[src/rtl/imem_arbiter.sv]
// Two-requester round-robin arbiter in front of a shared instruction memory.
// One memory transaction in flight; timed-out responses are drained later.
module imem_arbiter #(
   parameter int ADDR_W  = 32,
   parameter int DATA_W  = 32,
   parameter int TIMEOUT = 16
) (
   input  logic              clk,
   input  logic              reset_n,

   input  logic              m0_req_valid,
   input  logic [ADDR_W-1:0] m0_req_addr,
   output logic              m0_req_ready,
   output logic              m0_resp_valid,
   output logic [DATA_W-1:0] m0_resp_data,
   output logic              m0_resp_err,
   input  logic              m0_resp_ready,

   input  logic              m1_req_valid,
   input  logic [ADDR_W-1:0] m1_req_addr,
   output logic              m1_req_ready,
   output logic              m1_resp_valid,
   output logic [DATA_W-1:0] m1_resp_data,
   output logic              m1_resp_err,
   input  logic              m1_resp_ready,

   output logic              mem_req_valid,
   output logic [ADDR_W-1:0] mem_req_addr,
   input  logic              mem_req_ready,
   input  logic              mem_resp_valid,
   input  logic [DATA_W-1:0] mem_resp_data,
   output logic              mem_resp_ready,

   output logic              busy
);

   localparam int CNT_W = $clog2(TIMEOUT);
   localparam logic [CNT_W-1:0] CNT_MAX = CNT_W'(TIMEOUT - 1);

   localparam logic [1:0] IDLE    = 2'd0;
   localparam logic [1:0] ISSUE   = 2'd1;
   localparam logic [1:0] WAIT    = 2'd2;
   localparam logic [1:0] DELIVER = 2'd3;

   logic [1:0]        state_q, state_d;
   logic              last_grant_q, last_grant_d;
   logic              owner_q, owner_d;
   logic              drain_q, drain_d;
   logic [CNT_W-1:0]  cnt_q, cnt_d;
   logic [ADDR_W-1:0] addr_q, addr_d;
   logic [DATA_W-1:0] data_q, data_d;
   logic              err_q, err_d;

   logic gnt0;
   logic gnt1;
   logic resp_hs;

   // Grant is gated by reset_n so ready drops the instant reset asserts.
   always_comb begin
      gnt0 = 1'b0;
      gnt1 = 1'b0;
      if (reset_n && state_q == IDLE) begin
         if (m0_req_valid && m1_req_valid) begin
            gnt0 = last_grant_q;
            gnt1 = !last_grant_q;
         end else begin
            gnt0 = m0_req_valid;
            gnt1 = m1_req_valid;
         end
      end
   end

   assign resp_hs = owner_q ? m1_resp_ready : m0_resp_ready;

   always_comb begin
      state_d      = state_q;
      last_grant_d = last_grant_q;
      owner_d      = owner_q;
      drain_d      = drain_q;
      cnt_d        = cnt_q;
      addr_d       = addr_q;
      data_d       = data_q;
      err_d        = err_q;

      // The first response after a timeout belongs to the abandoned fetch.
      if (drain_q && mem_resp_valid) begin
         drain_d = 1'b0;
      end

      case (state_q)
         IDLE: begin
            if (gnt0 || gnt1) begin
               owner_d = gnt1;
               addr_d  = gnt1 ? m1_req_addr : m0_req_addr;
               state_d = ISSUE;
            end
         end
         ISSUE: begin
            if (mem_req_ready && !drain_q) begin
               cnt_d   = '0;
               state_d = WAIT;
            end
         end
         WAIT: begin
            if (mem_resp_valid) begin
               data_d  = mem_resp_data;
               err_d   = 1'b0;
               state_d = DELIVER;
            end else if (cnt_q == CNT_MAX) begin
               data_d  = '0;
               err_d   = 1'b1;
               drain_d = 1'b1;
               state_d = DELIVER;
            end else begin
               cnt_d = cnt_q + CNT_W'(1);
            end
         end
         DELIVER: begin
            if (resp_hs) begin
               last_grant_d = owner_q;
               state_d      = IDLE;
            end
         end
         default: begin
            state_d = IDLE;
         end
      endcase
   end

   always_ff @(posedge clk or negedge reset_n) begin
      if (!reset_n) begin
         state_q      <= IDLE;
         last_grant_q <= 1'b1;
         owner_q      <= 1'b0;
         drain_q      <= 1'b0;
         cnt_q        <= '0;
         addr_q       <= '0;
         data_q       <= '0;
         err_q        <= 1'b0;
      end else begin
         state_q      <= state_d;
         last_grant_q <= last_grant_d;
         owner_q      <= owner_d;
         drain_q      <= drain_d;
         cnt_q        <= cnt_d;
         addr_q       <= addr_d;
         data_q       <= data_d;
         err_q        <= err_d;
      end
   end

   assign m0_req_ready   = gnt0;
   assign m1_req_ready   = gnt1;

   assign mem_req_valid  = (state_q == ISSUE) && !drain_q;
   assign mem_req_addr   = addr_q;
   assign mem_resp_ready = (state_q == WAIT) || drain_q;

   assign m0_resp_valid  = (state_q == DELIVER) && !owner_q;
   assign m1_resp_valid  = (state_q == DELIVER) && owner_q;
   assign m0_resp_data   = data_q;
   assign m1_resp_data   = data_q;
   assign m0_resp_err    = err_q;
   assign m1_resp_err    = err_q;

   assign busy           = (state_q != IDLE);

endmodule
[config.mk]
export PLATFORM = sky130hd
export DESIGN_NAME = imem_arbiter
export DESIGN_NICKNAME = d
export VERILOG_FILES = /design/src/rtl/imem_arbiter.sv
export SDC_FILE = /design/constraint.sdc
export NUM_CORES = 1
export LEC_CHECK = 0
export CORE_ASPECT_RATIO = 1.5
export CORE_MARGIN = 4
export CORE_UTILIZATION = 38
export DETAILED_ROUTE_END_ITERATION = 8
export MAX_ROUTING_LAYER = met4
export PLACE_DENSITY_LB_ADDON = 0.15
export SYNTH_ARGS = -nofsm -noshare
export SYNTH_HDL_FRONTEND = slang
export SYNTH_SLANG_ARGS = --single-unit
export TNS_END_PERCENT = 50
[constraint.sdc]
create_clock -name clk -period 1.9 [get_ports clk]
set_clock_uncertainty 0.05 [all_clocks]
set_input_delay 0.19 -clock clk [delete_from_list [all_inputs] [get_ports clk]]
set_output_delay 0.19 -clock clk [all_outputs]
set_load 0.1 [all_outputs]
Yosys cells after proc, flatten, opt, wreduce, memory -nomap -nowiden
Cells that the tools add are included.
Operators by class
  mux-type cells: 24
  equality and inequality tests: 10
  reduce and logical (&&, ||, !) cells: 21
  $add $sub $neg: 1
Operators by type and width (number)
  $mux 32: 3
  $mux 4: 3
  $mux 1: 11
  $mux 2: 5
  $ne 2x2->1 const B: 4
  $pmux 2 s4: 1
  $pmux 4 s2: 1
  $reduce_and 4->1: 2
  $logic_and 1x1->1: 7
  $reduce_and 2->1: 3
  $reduce_bool 2->1: 3
  $add 4x1->4 const B: 1
  $eq 2x2->1 const B: 2
  $eq 4x4->1 const B: 1
  $logic_not 1->1: 3
  $ne 3x3->1 const B: 1
  $eq 2x1->1 const B: 1
  $logic_not 2->1: 1
  $logic_or 1x1->1: 2
  $ne 2x1->1 const B: 1
Storage, ports and cells
  output and inout bits: 105
  word-level logic and storage cells: 64
  register bits after elaboration: 74

Depth between registers and ports, before layout
  depth after elaboration: 6
  mapped depth: 8
  mapped depth without buffers: 6

Worst setup path after synthesis
No wires, ideal clock.
  kind: register -> output
  start: reg state_q[1]
  end: out mem_req_valid
  slack: -0.451 ns
  arrival time: 2.111 ns
  data required time: 1.660 ns
  buffers on the path: 0
  cell stages (with the launch flop): 4
  cells stage by stage: dfrtp_1 -> inv_1 -> ha_1 -> nor2b_1
On the way
  longest elaborated chain between the ends: 2
Ends and longest elaborated chain
  start, declared: line 45  | logic [1:0] state_q, state_d;
  start signal, assigned: line 141  | state_q <= state_d;
  $eq 2x1->1: line 155  | assign mem_req_valid = (state_q == ISSUE) && !drain_q;
  $logic_and 1x1->1: line 155
  end, declared: line 27  | output logic mem_req_valid,
Every way passes these cells.

Worst setup path in the final report
  start: reg state_q[0]
  end: out m0_req_ready
On the way
  longest elaborated chain between the ends: 3
Ends and longest elaborated chain
  $logic_not 2->1: line 62  | if (reset_n && state_q == IDLE) begin
  $logic_and 1x1->1: line 62
  $mux 1: line 62
  end, declared: line 13  | output logic m0_req_ready,
Every way passes these cells.

==> flow_metrics.env <==
export IMPL_status="finished clean"
export IMPL_yosysWarnings=0
export IMPL_synthesis_area_um2=3500
export IMPL_routed_wirelength_mm=9.70
export IMPL_tightest_slew_ps=610
export IMPL_hold_path_startpoint="mem_resp_data[8]"
export IMPL_antenna_found_initial=0
export IMPL_rsz0062_at_grt="true"
export IMPL_cp_required_ps=1660
export IMPL_dr_pass1_iters=4
export IMPL_async_flop_share_pct=100
export IMPL_grt_max_degree=65
export IMPL_diodes=0
export IMPL_yosys_area_top_type="dfrtp_1"
export IMPL_hold_end="m0_resp_data[8]"
export IMPL_dieArea_um2=10900
export IMPL_route_detailed_drc=0
export IMPL_first_global_vias=3093
export IMPL_drv_cap=0
export IMPL_seq_area_frac_synth_pct=52.9
export IMPL_clk_path_buf_depth=2
export IMPL_r2r_start="state_q[1]"
export IMPL_setup_viol=0
export IMPL_cts_sinks=74
export IMPL_synth_common_cells="dfrtp_1, nand2_1, mux2i_1"
export IMPL_avgSynthCellArea_um2=11.1
export IMPL_synth_top_flop_cell="dfrtp_1"
export IMPL_max_slew_margin_rel_pct=59.3
export IMPL_critPathMaxFanout=4
export IMPL_cts_root_buf="clkbuf_16"
export IMPL_syn_instance_count=316
export IMPL_place_ws_ps=135
export IMPL_grt_pass1_wl_mm=15.0
export IMPL_rows=42
export IMPL_clkSlewWorstSetupHoldPaths_ps=60
export IMPL_hp_class="in -> reg"
export IMPL_clk_latency_ps=330
export IMPL_die_w_um=86.4
export IMPL_grt_use_total_pct=18.1
export IMPL_ff2ff_setup_slack_ps=150
export IMPL_wl_per_cell_um=15.7
export IMPL_initial_utilization_pct=39.2
export IMPL_fin_cells=618
export IMPL_drive_gt1_share_pct=30.5
export IMPL_cts_tree="done"
export IMPL_dieHeight_um=126
export IMPL_crit_type="reg -> out"
export IMPL_slew_viol_final=0
export IMPL_synthDistinctLibCells=35
export IMPL_dr_first_iter_drc_count=93
export IMPL_htreeDepth=3
export IMPL_max_freq_ghz=0.540
export IMPL_synth_edf_count=0
export IMPL_grt_ovfl_total=0
export IMPL_ios=209
export IMPL_grt_busiest_layer="met2"
export IMPL_timing_rr_end="state_q[1]"
export IMPL_end_kind="primary output"
export IMPL_finalHoldViolCount=0
export IMPL_synth_most_common_cell="dfrtp_1"
export IMPL_r2r_cells=5
export IMPL_grt_use_met3_pct=4.84
export IMPL_place_gp_congestion=0.809
export IMPL_use_met1_pct=21.0
export IMPL_synth_top_cell_area_share_pct=52.1
export IMPL_via_per_inst=4.91
export IMPL_fin_crit_sh_pct=97.4
export IMPL_ant_nets=0
export IMPL_cts_made_buffers=9
export IMPL_period_needed_ps=1850
export IMPL_syn_nets=426
export IMPL_whs_path_depth=2
export IMPL_startpoint_type="flop"
export IMPL_numPortBuffers=208
export IMPL_ys_seq_elements=74
export IMPL_hpwl_mm=7.36
export IMPL_fillerInstances=783
export IMPL_setup_ws_ps=49.3
export IMPL_grt_use_met2_pct=29.4
export IMPL_coreArea_um2=8930
export IMPL_worstPathArrival_ps=1610
export IMPL_nNetsFinal=613
export IMPL_vias=3033
export IMPL_yosys_top_cells_area="dfrtp_1, mux2i_1, a22o_1"
export IMPL_areaGrowthSynthToFinish_pct=64.9
export IMPL_placedCellCount=596
[kinds of logic (layout without fill, tap and decap cells)]
group / count (synthesis) / after routing / synth area share (%)
multiplexers: 36 / 36 / 10.4
flip-flops: 74 / 74 / 52.9
AND/OR/NAND/NOR: 57 / 57 / 7.25
buffers and inverters: 57 / 249 / 10.5
adder cells (fa/ha/maj): 6 / 6 / 2.14
AO/OA/AOI/OAI: 86 / 86 / 16.9
[registers in the layout, summed over array words and instances (netlist names)]
signal and cells:
state_q 2, m0_resp_data 32, cnt_q 4, last_grant_q 1, drain_q 1, m0_resp_err 1, mem_req_addr 32, owner_q 1
[per-layer routing]
layer  share of wire [%]  vias up
li1                    -     1458
met1                  39     1398
met2                  48      161
met3                  10       16
met4                 2.6        0
met5                   0        -
[through the flow]
| step | cell area [um^2] | hold WS [ps] | util, % | TNS (ps) |
|---|---|---|---|---|
| 2_1_floorplan | 3510 | -156 | - | -200 |
| 3_3_place_gp | 5370 | 195 | 60.1 | 0 |
| 3_5_place_dp | 5370 | 203 | 60.1 | 0 |
| 4_1_cts | 5760 | 394 | 64.4 | 0 |
| 5_1_grt | 5780 | 404 | 64.7 | -49.0 |
| 6_report | 5780 | 409 | 64.7 | 0 |
[worst max-delay path: stages, from the launching register on]
cell and delay [ps]:
dfrtp_1 380, inv_2 110, ha_4 150, and2_4 140, buf_4 120, and3_4 200, buf_12 170
[worst max-delay path by stage]
stage	startpoint	end	slack, ps	cells past startpoint
after floorplan	state_q[0]	m1_req_ready	-160	7
after global placement	mem_req_ready	state_q[1]	160	5
after detailed placement	mem_req_ready	state_q[1]	140	5
after CTS	state_q[0]	mem_resp_ready	0.5	5
after global routing	state_q[1]	m0_req_ready	-20	6
final	state_q[0]	m0_req_ready	50	6
[placed cells by master (no fill, tap or decap), types with 2 or more instances in the layout]
master	n
a41oi_1	2
inv_1	3
o21ai_1	34
a31oi_1	2
o211ai_1	2
o2bb2ai_1	2
and2_1	2
ha_2	2
nand2b_1	2
dfrtp_1	73
mux2i_1	35
buf_12	11
clkdlybuf4s50_1	102
inv_2	3
clkbuf_8	2
clkbuf_16	9
ha_1	3
bufinv_16	2
o21ai_0	2
buf_4	112
a22o_1	32
nand2_1	38
nor2_1	5
a21oi_1	5
[repair_timing]
| action | CTS | global route |
|---|---|---|
| hold endpoints to repair | 73 | 0 |
| hold buffers | 1 | 0 |
| endpoints found under the setup margin | 3 | 4 |
| resized for setup | 6 | 6 |
| pin swaps | 0 | 1 |
| buffers inserted | 4 | 1 |
[cell type report]
cell class / instances / area, um^2 / area share (%)
sequential: 74 / 1850 / 32.1
timing repair buffer: 227 / 2100 / 36.4
clock buffer: 12 / 256 / 4.44
inverter: 6 / 22.5 / 0.390
clock inverter: 4 / 73.8 / 1.28
multi-input combinational: 185 / 1330 / 23.1
tap: 110 / 138 / 2.38
Power is not shown: default switching activity piles up to over one toggle a cycle in this logic, so the estimate is an artifact.
